File: src/rtl/hazard_pkg.sv
// ============================================================================
// hazard_pkg : shared types for the RV32I hazard controller
// Rev 1.0
// ============================================================================
`default_nettype none

package hazard_pkg;

    typedef enum logic [1:0] {
        FWD_RF = 2'b00,
        FWD_W  = 2'b01,
        FWD_M  = 2'b10
    } fwd_sel_t;

    typedef enum logic [1:0] {
        ST_IDLE,
        ST_MD_BUSY,
        ST_MEM_WAIT
    } hz_state_t;

endpackage

`default_nettype wire

File: src/rtl/fwd_sel.sv
// ============================================================================
// fwd_sel : forwarding-mux select for one E-stage source operand
// Rev 1.0
// ============================================================================
`default_nettype none

module fwd_sel
    import hazard_pkg::*;
#(
    parameter int REG_AW = 5
) (
    input  logic [REG_AW-1:0] rs,
    input  logic [REG_AW-1:0] rd_m,
    input  logic [REG_AW-1:0] rd_w,
    input  logic              reg_write_m,
    input  logic              reg_write_w,
    output fwd_sel_t          sel
);

    // x0 is hard-wired zero, so it is never forwarded; M is younger than W.
    always_comb begin
        sel = FWD_RF;
        if (rs != '0) begin
            if (reg_write_m && (rs == rd_m)) begin
                sel = FWD_M;
            end else if (reg_write_w && (rs == rd_w)) begin
                sel = FWD_W;
            end
        end
    end

endmodule

`default_nettype wire

File: src/rtl/hazard_ctrl_mc.sv
// ============================================================================
// hazard_ctrl_mc : forwarding, load-use, branch flush and multi-cycle stall FSM
// Rev 1.0
// ============================================================================
`default_nettype none

module hazard_ctrl_mc
    import hazard_pkg::*;
#(
    parameter int REG_AW = 5,
    parameter int MD_LAT = 4,
    parameter int CNT_W  = $clog2(MD_LAT)
) (
    input  logic              clk,
    input  logic              rst,
    input  logic [REG_AW-1:0] Rs1D,
    input  logic [REG_AW-1:0] Rs2D,
    input  logic [REG_AW-1:0] Rs1E,
    input  logic [REG_AW-1:0] Rs2E,
    input  logic [REG_AW-1:0] RdE,
    input  logic [REG_AW-1:0] RdM,
    input  logic [REG_AW-1:0] RdW,
    input  logic              RegWriteM,
    input  logic              RegWriteW,
    input  logic              ResultSrcE,
    input  logic              MulDivE,
    input  logic              PCSrcE,
    input  logic              DMemStallM,
    output logic [1:0]        ForwardAE,
    output logic [1:0]        ForwardBE,
    output logic              StallF,
    output logic              StallD,
    output logic              StallE,
    output logic              StallM,
    output logic              FlushD,
    output logic              FlushE,
    output logic              FlushM,
    output logic              FlushW,
    output logic              MdBusy
);

    localparam logic [CNT_W-1:0] C_CNT_LOAD = CNT_W'(MD_LAT - 2);

    hz_state_t        state;
    logic [CNT_W-1:0] cnt;

    fwd_sel_t fwd_a;
    fwd_sel_t fwd_b;

    logic md_start;
    logic md_stall;
    logic lw_hazard;
    logic lw_stall;
    logic branch_flush;
    logic stall_e_int;

    fwd_sel #(.REG_AW(REG_AW)) u_fwd_a (
        .rs          (Rs1E),
        .rd_m        (RdM),
        .rd_w        (RdW),
        .reg_write_m (RegWriteM),
        .reg_write_w (RegWriteW),
        .sel         (fwd_a)
    );

    fwd_sel #(.REG_AW(REG_AW)) u_fwd_b (
        .rs          (Rs2E),
        .rd_m        (RdM),
        .rd_w        (RdW),
        .reg_write_m (RegWriteM),
        .reg_write_w (RegWriteW),
        .sel         (fwd_b)
    );

    // A MUL/DIV may also start on the cycle a memory wait clears, since E
    // was held behind the memory stall and has not yet been counted.
    assign md_start  = (state != ST_MD_BUSY) && MulDivE && !PCSrcE && !DMemStallM;
    assign md_stall  = !DMemStallM &&
                       (md_start || ((state == ST_MD_BUSY) && (cnt != '0)));
    assign lw_hazard = ResultSrcE && (RdE != '0) && ((Rs1D == RdE) || (Rs2D == RdE));
    assign lw_stall  = lw_hazard && !DMemStallM && !md_stall && !PCSrcE;

    assign stall_e_int  = DMemStallM || md_stall;
    assign branch_flush = PCSrcE && !stall_e_int;

    always_ff @(posedge clk or posedge rst) begin
        if (rst) begin
            state <= ST_IDLE;
            cnt   <= '0;
        end else begin
            case (state)
                ST_IDLE, ST_MEM_WAIT: begin
                    if (DMemStallM) begin
                        state <= ST_MEM_WAIT;
                    end else if (md_start) begin
                        state <= ST_MD_BUSY;
                        cnt   <= C_CNT_LOAD;
                    end else begin
                        state <= ST_IDLE;
                    end
                end
                ST_MD_BUSY: begin
                    // Counter saturates at zero while memory holds M.
                    if (cnt != '0) begin
                        cnt <= cnt - CNT_W'(1);
                    end else if (!DMemStallM) begin
                        state <= ST_IDLE;
                    end
                end
                default: begin
                    state <= ST_IDLE;
                    cnt   <= '0;
                end
            endcase
        end
    end

    // Reset forces every stage to a bubble with no holds.
    always_comb begin
        ForwardAE = rst ? FWD_RF : fwd_a;
        ForwardBE = rst ? FWD_RF : fwd_b;
        StallF    = !rst && (stall_e_int || lw_stall);
        StallD    = !rst && (stall_e_int || lw_stall);
        StallE    = !rst && stall_e_int;
        StallM    = !rst && DMemStallM;
        FlushD    = rst || branch_flush;
        FlushE    = rst || branch_flush || lw_stall;
        FlushM    = rst || md_stall;
        FlushW    = rst || DMemStallM;
        MdBusy    = !rst && (state == ST_MD_BUSY);
    end

endmodule

`default_nettype wire

File: config.mk
export PLATFORM = sky130hd
export DESIGN_NAME = hazard_ctrl_mc
export DESIGN_NICKNAME = d
export VERILOG_FILES = /design/src/rtl/hazard_pkg.sv /design/src/rtl/fwd_sel.sv /design/src/rtl/hazard_ctrl_mc.sv
export SDC_FILE = /design/constraint.sdc
export NUM_CORES = 1
export LEC_CHECK = 0
export BUFFER_PORTS_ARGS = -buffer_cell sky130_fd_sc_hd__buf_2
export CORE_ASPECT_RATIO = 1.1
export CORE_MARGIN = 3
export CORE_UTILIZATION = 39
export DETAILED_ROUTE_END_ITERATION = 10
export GPL_ROUTABILITY_DRIVEN = 0
export PLACE_DENSITY = 0.86
export SKIP_CTS_REPAIR_TIMING = 1
export SLEW_MARGIN = 20
export SYNTH_ARGS = -nofsm -noshare
export SYNTH_HDL_FRONTEND = slang
export SYNTH_SLANG_ARGS = --single-unit
File: constraint.sdc
create_clock -name clk -period 1.47 [get_ports clk]
set_input_delay 0.0735 -clock clk [delete_from_list [all_inputs] [get_ports clk]]
set_output_delay 0.0735 -clock clk [all_outputs]
set_load 0.005 [all_outputs]
# ---- Word-level counts from Yosys, hierarchy flattened
# Index checks and enable logic that the tools add are counted.
dict set report word_totals {
  mem_count 0
  mem_bits_rw 0
  register_bits 4
  latchBits 0
  mem_bits_ro 0
}
dict set report classes {
  multipliers 0
  shift 0
  addsub 1
  magnitude_cmp 0
  n_eq_ne 14
  reduce_logical 40
  n_div 0
  muxes 17
  bitwise_logic 0
}
# operator n
set op_table {}
lappend op_table {{$eq A5 B5 Y1} 6}
lappend op_table {{$mux W2} 12}
lappend op_table {{$logic_and A1 B1 Y1} 19}
lappend op_table {{$reduce_bool A5 Y1} 3}
lappend op_table {{$ne A2 B2 Y1 const B} 5}
lappend op_table {{$logic_or A1 B1 Y1} 8}
lappend op_table {{$pmux W2 S2} 2}
lappend op_table {{$logic_not A1 Y1} 5}
lappend op_table {{$mux W1} 3}
lappend op_table {{$reduce_and A3 Y1} 1}
lappend op_table {{$eq A2 B1 Y1 const B} 1}
lappend op_table {{$eq A2 B2 Y1 const B} 1}
lappend op_table {{$logic_not A2 Y1} 1}
lappend op_table {{$ne A2 B1 Y1 const B} 1}
lappend op_table {{$reduce_and A2 Y1} 1}
lappend op_table {{$reduce_bool A2 Y1} 1}
lappend op_table {{$reduce_or A2 Y1} 1}
lappend op_table {{$sub A2 B1 Y2 const B} 1}

# ---- Logic depth before layout (Yosys ltp)
# Gate-level depths: netlist (run 1).
dict set report depth {
  word_depth 11
  depth_mapped 6
  mapped_depth_nobuf 6
}

# ---- Cells and area by module
# A second synthesis (run 1) with hierarchy kept.
dict set report unflattened {
  cells_unflattened 93
  area_unflattened_um2 732.0
}
# mod cells_each area_per_inst_um2 instances
set by_module_without_submodules {}
lappend by_module_without_submodules {hazard_ctrl_mc 57 466.7 1}
lappend by_module_without_submodules {fwd_sel 18 132.6 2}

# ---- Worst setup path after synthesis (run 1)
# No wires, ideal clock.
dict set report synth_path {
  path_type {register to output}
  startpoint {register cnt[0]}
  endpoint {output StallF}
  path_stages_with_launch 7
  slack_ns 0.045
  arrival_ns 1.351
  path_cell_list {dfrtp_1 -> inv_1 -> ha_1 -> nor3b_2 -> a311oi_2 -> o22ai_1 -> buf_4}
}
dict set report synth_via {
  elab_chain_len 9
  word_cells_on_any_way 10
  classes_between {reduce/logical: 10}
}
# element line
set synth_lines {}
lappend synth_lines {{start, declared} hazard_ctrl_mc.sv:45} ;# logic [CNT_W-1:0] cnt;
lappend synth_lines {{start signal, assigned} hazard_ctrl_mc.sv:105} ;# cnt <= cnt - CNT_W'(1);
lappend synth_lines {{$reduce_bool A2 Y1 *} hazard_ctrl_mc.sv:79} ;# (md_start || ((state == ST_MD_BUSY) && (cnt != '0)));
lappend synth_lines {{$logic_and A1 B1 Y1 *} hazard_ctrl_mc.sv:79}
lappend synth_lines {{$logic_or A1 B1 Y1 *} hazard_ctrl_mc.sv:79}
lappend synth_lines {{$logic_and A1 B1 Y1 *} hazard_ctrl_mc.sv:78} ;# assign md_stall = !DMemStallM &&
lappend synth_lines {{$logic_not A1 Y1} hazard_ctrl_mc.sv:81} ;# assign lw_stall = lw_hazard && !DMemStallM && !md_stall && !PCSrcE;
lappend synth_lines {{$logic_and A1 B1 Y1 (2 in series)} hazard_ctrl_mc.sv:81}
lappend synth_lines {{$logic_or A1 B1 Y1 *} -}
lappend synth_lines {{$logic_and A1 B1 Y1 *} -}
lappend synth_lines {{end, declared} hazard_ctrl_mc.sv:31} ;# output logic StallF,
# Mark *: on every way between the ends. The rest lies on a longest branch, timed or not.

# ---- Final worst setup path (run 1)
dict set report layout_path {
  startpoint {register cnt[0]}
  endpoint {output FlushE}
}
dict set report layout_via {
  elab_chain_len 9
  word_cells_on_any_way 12
  classes_between {reduce/logical: 12}
}
# element line
set layout_lines {}
lappend layout_lines {{$reduce_bool A2 Y1 *} hazard_ctrl_mc.sv:79}
lappend layout_lines {{$logic_and A1 B1 Y1 *} hazard_ctrl_mc.sv:79}
lappend layout_lines {{$logic_or A1 B1 Y1 *} hazard_ctrl_mc.sv:79}
lappend layout_lines {{$logic_and A1 B1 Y1 *} hazard_ctrl_mc.sv:78}
lappend layout_lines {{$logic_or A1 B1 Y1} hazard_ctrl_mc.sv:83} ;# assign stall_e_int = DMemStallM || md_stall;
lappend layout_lines {{$logic_not A1 Y1} hazard_ctrl_mc.sv:84} ;# assign branch_flush = PCSrcE && !stall_e_int;
lappend layout_lines {{$logic_and A1 B1 Y1} hazard_ctrl_mc.sv:84}
lappend layout_lines {{$logic_or A1 B1 Y1} hazard_ctrl_mc.sv:127} ;# FlushE = rst || branch_flush || lw_stall;
lappend layout_lines {{$logic_or A1 B1 Y1 *} hazard_ctrl_mc.sv:127}
lappend layout_lines {{end, declared} hazard_ctrl_mc.sv:36} ;# output logic FlushE,
# Marked as above.

==> flow_summary.json, run 1 <==
{
  "status": "complete, but fails checks",
  "violations": "negative setup slack",
  "wl_per_cell_um": 12.95,
  "tightest_slew_ns": 0.3181,
  "drcViolationCount": 0,
  "port-buffer-count": 55,
  "synth_cells": 90,
  "grt_start_max_net_pins": 12,
  "yosys_warnings": 0,
  "place_area_um2": 1046,
  "drv_slew": 0,
  "ys_types": 31,
  "hp-class": "in2reg",
  "synthArstFlopShare": 1.000,
  "row_count": 15,
  "seq_area_frac_synth": 0.1399,
  "fin_worst_skew_ns": 0.001083,
  "synth_ff_type": "dfrtp_1",
  "grt.total_usage": 0.1883,
  "path_clk_slew_ns": 0.04,
  "drive_gt1_frac": 0.5097,
  "grt.busiest_layer": "met2",
  "io_pins": 56,
  "grt_pass1_vias": 809,
  "arrival_ns": 1.61,
  "firstDrtPassIters": 4,
  "dp.final_hpwl_mm": 1.946,
  "min_period_ns": 1.686,
  "intPower_mw": 0.5452,
  "stdcell_area_um2": 1139,
  "fin_nets": 201,
  "total_leakage_power_nw": 0.5529,
  "switchingPower_mw": 0.3258,
  "die_y_um": 50.93,
  "die_x_um": 46.85,
  "final_cell_mix": "buf_2, xor2_1, xnor2_1",
  "startpoint_type": "flip-flop",
  "fin_util": 0.6894,
  "relSlewSlack": 0.7871,
  "clockBufferDepth": 2,
  "mostFrequentLayoutCell": "buf_2",
  "p_seq_frac": 0.197,
  "overflow": 0,
  "worst-setup-path-type": "reg2out",
  "period_share": 1.147,
  "clock_sinks": 4,
  "clock-root-buffer": "clkbuf_4",
  "switching_share": 0.3741,
  "viasPerCell": 5.273,
  "final_hold_viol_count": 0,
  "crit_path_end_kind": "output pin",
  "htree_levels": 1,
  "rsz0062_at_grt": "true",
  "core_um2": 1652,
  "drt-initial-drc-count": 10,
  "grt_pass1_wl_mm": 3.332,
  "grt_use_met1": 0.2119,
  "powerDensity_nw_per_um2": 764.9,
  "syn2layout_area_growth_pct": 59.09,
  "synth_area_um2": 715.7,
  "ir_drop_uv": 463.9,
  "maxCapViolations": 0,
  "die-area_um2": 2386,
  "synth-edff-count": 0,
  "clock_latency_ns": 0.24,
  "vias": 907,
  "numCtsBuffers": 3,
  "synth-seq-cells": 4,
  "antenna_found_initial": 0,
  "start_util": 0.4333,
  "tritoncts": "built",
  "syn_avg_cell_area_um2": 7.952,
  "cp_max_fo": 3,
  "grt_use_met2": 0.3439,
  "clock.fmax_mhz": 593.2,
  "setup_viol": 6,
  "diodes": 0,
  "wl_mm": 2.227,
  "comb_power_share": 0.646,
  "fin_ws_ns": -0.2157,
  "grt_use_met3": 0.03169,
  "ant_nets": 0,
  "critPathRequiredTime_ns": 1.40,
  "syn_nets": 134,
  "pwr-share-clk": 0.158
}
-- stage by stage --
stage	std cells	hold WS [ns]	setup TNS (ns)	setup slack, ns	power, mW
final	172	0.1507	-0.7509	-0.2157	0.8709
after global routing	172	0.1777	-1.305	-0.3148	0.9535
after CTS	169	-0.1707	-1.189	-0.2862	0.7934
after detailed placement	166	0.08037	-0.03172	-0.03172	0.6526
after global placement	166	0.07339	0	0.02024	0.6233
after floorplan	90	0.05086	0	0.04535	0.4223
-- final timing paths --
kind / cells past startpoint / endpoint / startpoint / slack, ns
worst max-delay path: 7 / FlushE / cnt[0] / -0.22
worst min-delay path: 3 / state[0] / MulDivE / 0.15
worst max register to register: 4 / cnt[0] / state[1] / 0.22
worst min register to register: 2 / cnt[1] / state[1] / 0.57
max in group asynchronous: 3 / state[0] / rst / 0.90
min in group asynchronous: 3 / cnt[0] / rst / 0.40
-- synth_stat cells, types with 2 or more instances --
master | instances | area (µm²)
xor2_1 | 19 | 166.4
xnor2_1 | 12 | 105.1
nor2_1 | 10 | 37.54
dfrtp_1 | 4 | 100.1
nor4_1 | 4 | 25.02
inv_1 | 3 | 11.26
nor2b_1 | 3 | 18.77
nor3b_1 | 3 | 22.52
o22ai_1 | 3 | 18.77
or4_1 | 3 | 22.52
and3_1 | 2 | 12.51
nand2_1 | 2 | 7.510
nand4_1 | 2 | 12.51
nor3_1 | 2 | 10.01
o211ai_1 | 2 | 15.01
-- area by class of cell --
class / count / area [µm²]
multi-input cells: 81 / 638.1
fillers: 144 / 513.0
repair buffers: 64 / 345.3
flip-flops and latches: 4 / 100.1
clock buffers: 3 / 22.52
well taps: 17 / 21.27
inverters: 3 / 11.26
-- state kept, by name, indices dropped and copies added (netlist names) --
name   cells
cnt        2
state      2
-- worst max-delay path: stages (launching register included) --
cell,delay (ns)
dfrtp_1,0.35
inv_2,0.06
ha_4,0.16
nor3b_4,0.25
a311oi_4,0.06
a21o_2,0.21
o21bai_1,0.14
buf_2,0.13
-- cells by family after synthesis --
| kind of cell | after synthesis | synth area share |
|---|---|---|
| adders and majority gates | 1 | 0.01748 |
| xor gates and xnor gates | 31 | 0.3794 |
| and+or+nand+nor | 37 | 0.3042 |
| DFF | 4 | 0.1399 |
| AOI/OAI and AO/OA | 12 | 0.1276 |
| buffers and inverters | 5 | 0.03147 |
-- per-layer routing --
layer | wire length, µm | share of wire | vias to the layer above
met3 | 174 | 0.078 | 2
met2 | 1245 | 0.56 | 40
met4 | 18 | 0.0081 | 0
li1 | - | - | 450
met5 | 0 | 0 | -
met1 | 789 | 0.35 | 415
-- power groups by stage --
stage / Combinational (mW) / Sequential [mW] / Clock, mW
floorplan: 0.252 / 0.171 / 0
global placement: 0.458 / 0.165 / 0
detailed placement: 0.483 / 0.170 / 0
CTS: 0.485 / 0.168 / 0.141
global route: 0.630 / 0.174 / 0.149
finish: 0.562 / 0.171 / 0.137
No activity file was read; power rests on OpenSTA's default activity.
==> inputs of run 2 (changes only) <==
--- a/config.mk
+++ b/config.mk
@@ -5,13 +5,14 @@
 export SDC_FILE = /design/constraint.sdc
 export NUM_CORES = 1
 export LEC_CHECK = 0
+export ABC_AREA = 1
 export BUFFER_PORTS_ARGS = -buffer_cell sky130_fd_sc_hd__buf_2
 export CORE_ASPECT_RATIO = 1.1
 export CORE_MARGIN = 3
-export CORE_UTILIZATION = 39
+export CORE_UTILIZATION = 42
 export DETAILED_ROUTE_END_ITERATION = 10
 export GPL_ROUTABILITY_DRIVEN = 0
-export PLACE_DENSITY = 0.86
+export PLACE_DENSITY = 0.87
 export SKIP_CTS_REPAIR_TIMING = 1
 export SLEW_MARGIN = 20
 export SYNTH_ARGS = -nofsm -noshare
==> flow_summary.json, run 2 <==
{
  "status": "complete, no violations",
  "clock-root-buffer": "clkbuf_4",
  "cpPeakStageDelay_ns": 0.36,
  "arrival_ns": 1.38,
  "drv_slew": 0,
  "grt_start_max_net_pins": 12,
  "ir_drop_uv": 648.0,
  "reg2reg_from": "state[0]",
  "synth_cells": 157,
  "place_ws_ns": 0.1994,
  "crit_path_end_kind": "output pin",
  "grt_pass1_wl_mm": 3.767,
  "worst-setup-path-type": "reg2out",
  "path_clk_slew_ns": 0.04,
  "port-buffer-count": 55,
  "numCtsBuffers": 3,
  "synth-edff-count": 0,
  "vias": 1119,
  "r2r_end": "cnt[1]",
  "grt.total_usage": 0.1835,
  "synth_area_um2": 839.6,
  "powerDensity_nw_per_um2": 687.9,
  "synth_top_family_by_area": "simple AND/OR/NAND/NOR gates",
  "synthSimpleGateAreaFrac": 0.4769,
  "syn_nets": 201,
  "drive_gt1_frac": 0.3486,
  "dp.final_hpwl_mm": 2.001,
  "overflow": 0,
  "final_cell_mix": "buf_2, nand2_1, inv_1",
  "io_pins": 56,
  "holdPathStages": 3,
  "cp_top_family": "simple AND/OR/NAND/NOR gates",
  "crit_chain": "inv_2 -> ha_4 -> inv_4 -> nand2_4 -> nand3_4 -> nor2_4 -> nand3_2 -> nand2_2 -> buf_2",
  "core_um2": 1842,
  "die_y_um": 52.89,
  "design_power_total_mw": 0.8504,
  "fin_ws_ns": 0.01571,
  "synthMuxAreaShare": 0,
  "critPathRequiredTime_ns": 1.40,
  "tritoncts": "built",
  "synth_compound_area_frac": 0.1252,
  "antenna_found_initial": 0,
  "clock_latency_ns": 0.23,
  "synth_xor_area_frac": 0.09389,
  "holdCritStartpoint": "DMemStallM",
  "synthArstFlopShare": 1.000,
  "synth-seq-cells": 4,
  "cp_max_fo": 3,
  "yosys_warnings": 0,
  "start_util": 0.4558,
  "synthAdderAreaFrac": 0.01490,
  "row_count": 16,
  "holdPathEnd": "state[1]",
  "setup_viol": 0,
  "maxCapViolations": 0,
  "cp_num_buf_inv": 3,
  "synth_area_leader_cell": "nand2_1",
  "ant_nets": 0,
  "syn2layout_area_growth_pct": 47.24,
  "top_regs": "cnt x2, state x2",
  "reg2reg_depth": 4,
  "startpoint_type": "flip-flop",
  "die-area_um2": 2572,
  "seq_area_frac_synth": 0.1192,
  "viasPerCell": 4.567,
  "total_leakage_power_nw": 0.7513,
  "clock_sinks": 4,
  "diodes": 0,
  "fin_nets": 264,
  "wl_mm": 2.409,
  "synth_top_area_share": 0.1923,
  "drt-initial-drc-count": 16,
  "final_hold_viol_count": 0,
  "synthTopCellsByCount": "nand2_1, inv_1, nor2_1",
  "rsz0062_at_grt": "true",
  "min_period_ns": 1.454,
  "syn_avg_cell_area_um2": 5.347,
  "die_x_um": 48.63,
  "n_fill_cell": 186,
  "yosys-top-cells-area": "nand2_1, inv_1, dfrtp_1",
  "grt_pass1_vias": 998,
  "clock.fmax_mhz": 687.6,
  "cp_slowest_cell": "dfrtp_1",
  "firstDrtPassIters": 4,
  "tightest_slew_ns": 0.2448,
  "synth_ff_type": "dfrtp_1",
  "clockBufferDepth": 2,
  "yosysMostFrequentCell": "nand2_1",
  "r2r_slack_ns": 0.32,
  "drcViolationCount": 0,
  "relSlewSlack": 0.8358,
  "hp-class": "in2reg",
  "wl_per_cell_um": 9.833,
  "fin_worst_skew_ns": 0.002791,
  "mostFrequentLayoutCell": "buf_2",
  "period_share": 0.9893,
  "ys_types": 28,
  "htree_levels": 1
}
[run 2: per-layer routing]
metal  track usage  part of all wire  up-vias
li1              -                 -      613
met1        0.1983              0.43      470
met3       0.03380             0.054        2
met2        0.3507              0.52       34
met4       0.08057            0.0029        0
met5             0                 0        -
[run 2: cell type report]
class | count | area, µm² | share of cell area
Clock buffer | 3 | 22.52 | 0.01822
Inverter | 36 | 137.6 | 0.1113
Multi-Input combinational cell | 116 | 626.9 | 0.5071
Sequential cell | 4 | 101.3 | 0.08198
Tap cell | 27 | 33.78 | 0.02733
Timing Repair Buffer | 59 | 314.1 | 0.2540
[run 2: how the worst max path moves through the flow]
stage	startpoint	to	slack (ns)	depth (start not counted)
6_report	cnt[0]	StallD	0.02	9
5_1_grt	cnt[0]	StallD	-0.07	9
4_1_cts	cnt[0]	StallF	-0.06	9
3_5_place_dp	cnt[0]	StallF	0.20	9
3_3_place_gp	cnt[0]	StallD	0.24	9
2_1_floorplan	cnt[0]	StallF	0.25	9
[run 2: where the power goes]
part | total (mW) | internal (mW) | switching [mW]
combinational | 0.529 | 0.242 | 0.287
sequential | 0.189 | 0.155 | 0.0336
clock | 0.133 | 0.0911 | 0.0420
total | 0.850 | 0.488 | 0.362
[run 2: worst register-to-register path: stages, from the launching register on]
cell,delay (ns)
dfrtp_2,0.44
nand2_4,0.10
nand4_1,0.14
o21ai_1,0.23
o21ai_0,0.11
[run 2: per-stage QoR]
| step | instance area [µm²] | utilization | cells | setup TNS, ns | hold WS (ns) |
|---|---|---|---|---|---|
| 2_1_floorplan | 839.6 | - | 157 | 0 | -0.1355 |
| 3_3_place_gp | 1141 | 0.6196 | 238 | 0 | 0.04717 |
| 3_5_place_dp | 1141 | 0.6196 | 238 | 0 | 0.04937 |
| 4_1_cts | 1164 | 0.6318 | 241 | -0.1399 | -0.2040 |
| 5_1_grt | 1236 | 0.6712 | 245 | -0.1679 | 0.2332 |
| 6_report | 1236 | 0.6712 | 245 | 0 | 0.1855 |
[run 2: cell families after synthesis]
kind of cell,Yosys count
adder cells (fa/ha/maj),1
AND/OR/NAND/NOR,89
AO/OA/AOI/OAI,17
XOR/XNOR,9
buffers and inverters,37
flip-flops,4
==> inputs of run 3 (changes only) <==
--- a/config.mk
+++ b/config.mk
@@ -7,12 +7,14 @@
 export LEC_CHECK = 0
 export ABC_AREA = 1
 export BUFFER_PORTS_ARGS = -buffer_cell sky130_fd_sc_hd__buf_2
+export CAP_MARGIN = 20
 export CORE_ASPECT_RATIO = 1.1
-export CORE_MARGIN = 3
+export CORE_MARGIN = 1
 export CORE_UTILIZATION = 42
 export DETAILED_ROUTE_END_ITERATION = 10
 export GPL_ROUTABILITY_DRIVEN = 0
 export PLACE_DENSITY = 0.87
+export RECOVER_POWER = 100
 export SKIP_CTS_REPAIR_TIMING = 1
 export SLEW_MARGIN = 20
 export SYNTH_ARGS = -nofsm -noshare
==> flow_summary.json, run 3 (synthesis gave the netlist of run 2 again) <==
{
  "critPathRequiredTime_ns": 1.40,
  "relSlewSlack": 0.8327,
  "tritoncts": "built",
  "maxCapViolations": 0,
  "vias": 1184,
  "rsz0062_at_grt": "true",
  "drcViolationCount": 0,
  "place_ws_ns": 0.2036,
  "wl_mm": 2.474,
  "fin_util": 0.6772,
  "r2r_end": "cnt[1]",
  "die_x_um": 44.63,
  "grt_pass1_wl_mm": 3.629,
  "htree_levels": 1,
  "drive_gt1_frac": 0.3409,
  "drt-initial-drc-count": 21,
  "dp.final_hpwl_mm": 1.898,
  "clockBufferDepth": 2,
  "clock-root-buffer": "clkbuf_4",
  "numCtsBuffers": 3,
  "path_clk_slew_ns": 0.03,
  "status": "complete, but fails checks",
  "min_period_ns": 1.473,
  "hp-class": "in2reg",
  "fin_ws_ns": -0.002946,
  "port-buffer-count": 55,
  "core_um2": 1822,
  "arrival_ns": 1.40,
  "antenna_found_initial": 0,
  "violations": "negative setup slack",
  "crit_path_end_kind": "output pin",
  "diodes": 0,
  "reg2reg_depth": 7,
  "setup_tns_ns": -0.005334,
  "worst-setup-path-type": "reg2out",
  "grt_start_max_net_pins": 12,
  "clock.fmax_mhz": 678.9,
  "final_cell_mix": "buf_2, nand2_1, inv_1",
  "holdPathEnd": "state[1]",
  "row_count": 16,
  "n_fill_cell": 185,
  "viasPerCell": 4.794,
  "tightest_slew_ns": 0.2494,
  "setup_viol": 2,
  "clock_sinks": 4,
  "holdPathStages": 3,
  "holdCritStartpoint": "DMemStallM",
  "clock_latency_ns": 0.23,
  "powerDensity_nw_per_um2": 720.7,
  "wl_per_cell_um": 10.02,
  "grt_pass1_vias": 977,
  "firstDrtPassIters": 4,
  "syn2layout_area_growth_pct": 46.94,
  "final_hold_viol_count": 0,
  "reg2reg_from": "cnt[1]",
  "overflow": 0,
  "r2r_slack_ns": 0.16,
  "startpoint_type": "flip-flop",
  "start_util": 0.4609,
  "ir_drop_uv": 598.1,
  "die-area_um2": 2182,
  "total_leakage_power_nw": 0.7483,
  "fin_nets": 266,
  "ant_nets": 0,
  "period_share": 1.002,
  "top_regs": "cnt x2, state x2",
  "io_pins": 56,
  "drv_slew": 0,
  "die_y_um": 48.89,
  "grt.total_usage": 0.2161,
  "fin_worst_skew_ns": 0.002110,
  "mostFrequentLayoutCell": "buf_2",
  "cp_max_fo": 5
}
-- run 3: cell types whose count changed in the layout (fill, tap and decap cells not counted) --
cell      change
dfrtp_1       +1
nand2_2       +1
buf_4         +1
nand2_4       -1
clkbuf_1      +2
buf_6         -1
dfrtp_2       -1
-- run 3: where the power goes --
part	leakage, nW	internal (mW)	switching [mW]
clock network	0.0138	0.0911	0.0423
registers	0.0499	0.153	0.0290
logic	0.685	0.265	0.309
total	0.748	0.509	0.380
-- run 3: layer usage --
metal / vias up / track usage / routed length, µm
met4: 0 / 0.07071 / 46
met5: - / 0 / 0
met1: 494 / 0.2318 / 970
met3: 8 / 0.03704 / 194
met2: 62 / 0.4069 / 1262
li1: 620 / - / -
-- run 3: worst max-delay path by stage --
stage / start / end / slack, ns / cells past startpoint
after floorplan: cnt[0] / StallF / 0.25 / 9
after global placement: cnt[0] / StallD / 0.23 / 9
after detailed placement: cnt[1] / StallD / 0.20 / 9
after CTS: cnt[1] / StallD / -0.05 / 9
after global routing: cnt[1] / StallD / -0.09 / 9
final: state[0] / StallD / -0.003 / 8
-- run 3: worst max-delay path: stages (launching register included) --
cell	delay, ns
dfrtp_1	0.41
nand2_2	0.14
inv_2	0.07
nand2_4	0.08
nand3_4	0.09
nor2_4	0.13
nand3_2	0.07
nand2_2	0.07
buf_2	0.10
-- run 3: metrics by stage --
step / power (mW) / hold WS (ns) / area [µm²] / cells
2_1_floorplan: 0.4473 / -0.1355 / 839.6 / 157
3_3_place_gp: 0.5912 / 0.06320 / 1141 / 238
3_5_place_dp: 0.6069 / 0.06673 / 1141 / 238
4_1_cts: 0.7448 / -0.1789 / 1164 / 241
5_1_grt: 0.9607 / 0.2137 / 1234 / 247
6_report: 0.8891 / 0.1769 / 1234 / 247
-- run 3: area by class of cell --
type / instances / area [µm²] / area share
well taps: 27 / 33.78 / 0.02738
multi-input cells: 116 / 621.8 / 0.5041
clock buffers: 3 / 22.52 / 0.01826
repair buffers: 61 / 317.8 / 0.2576
inverters: 36 / 137.6 / 0.1116
flip-flops and latches: 4 / 100.1 / 0.08114
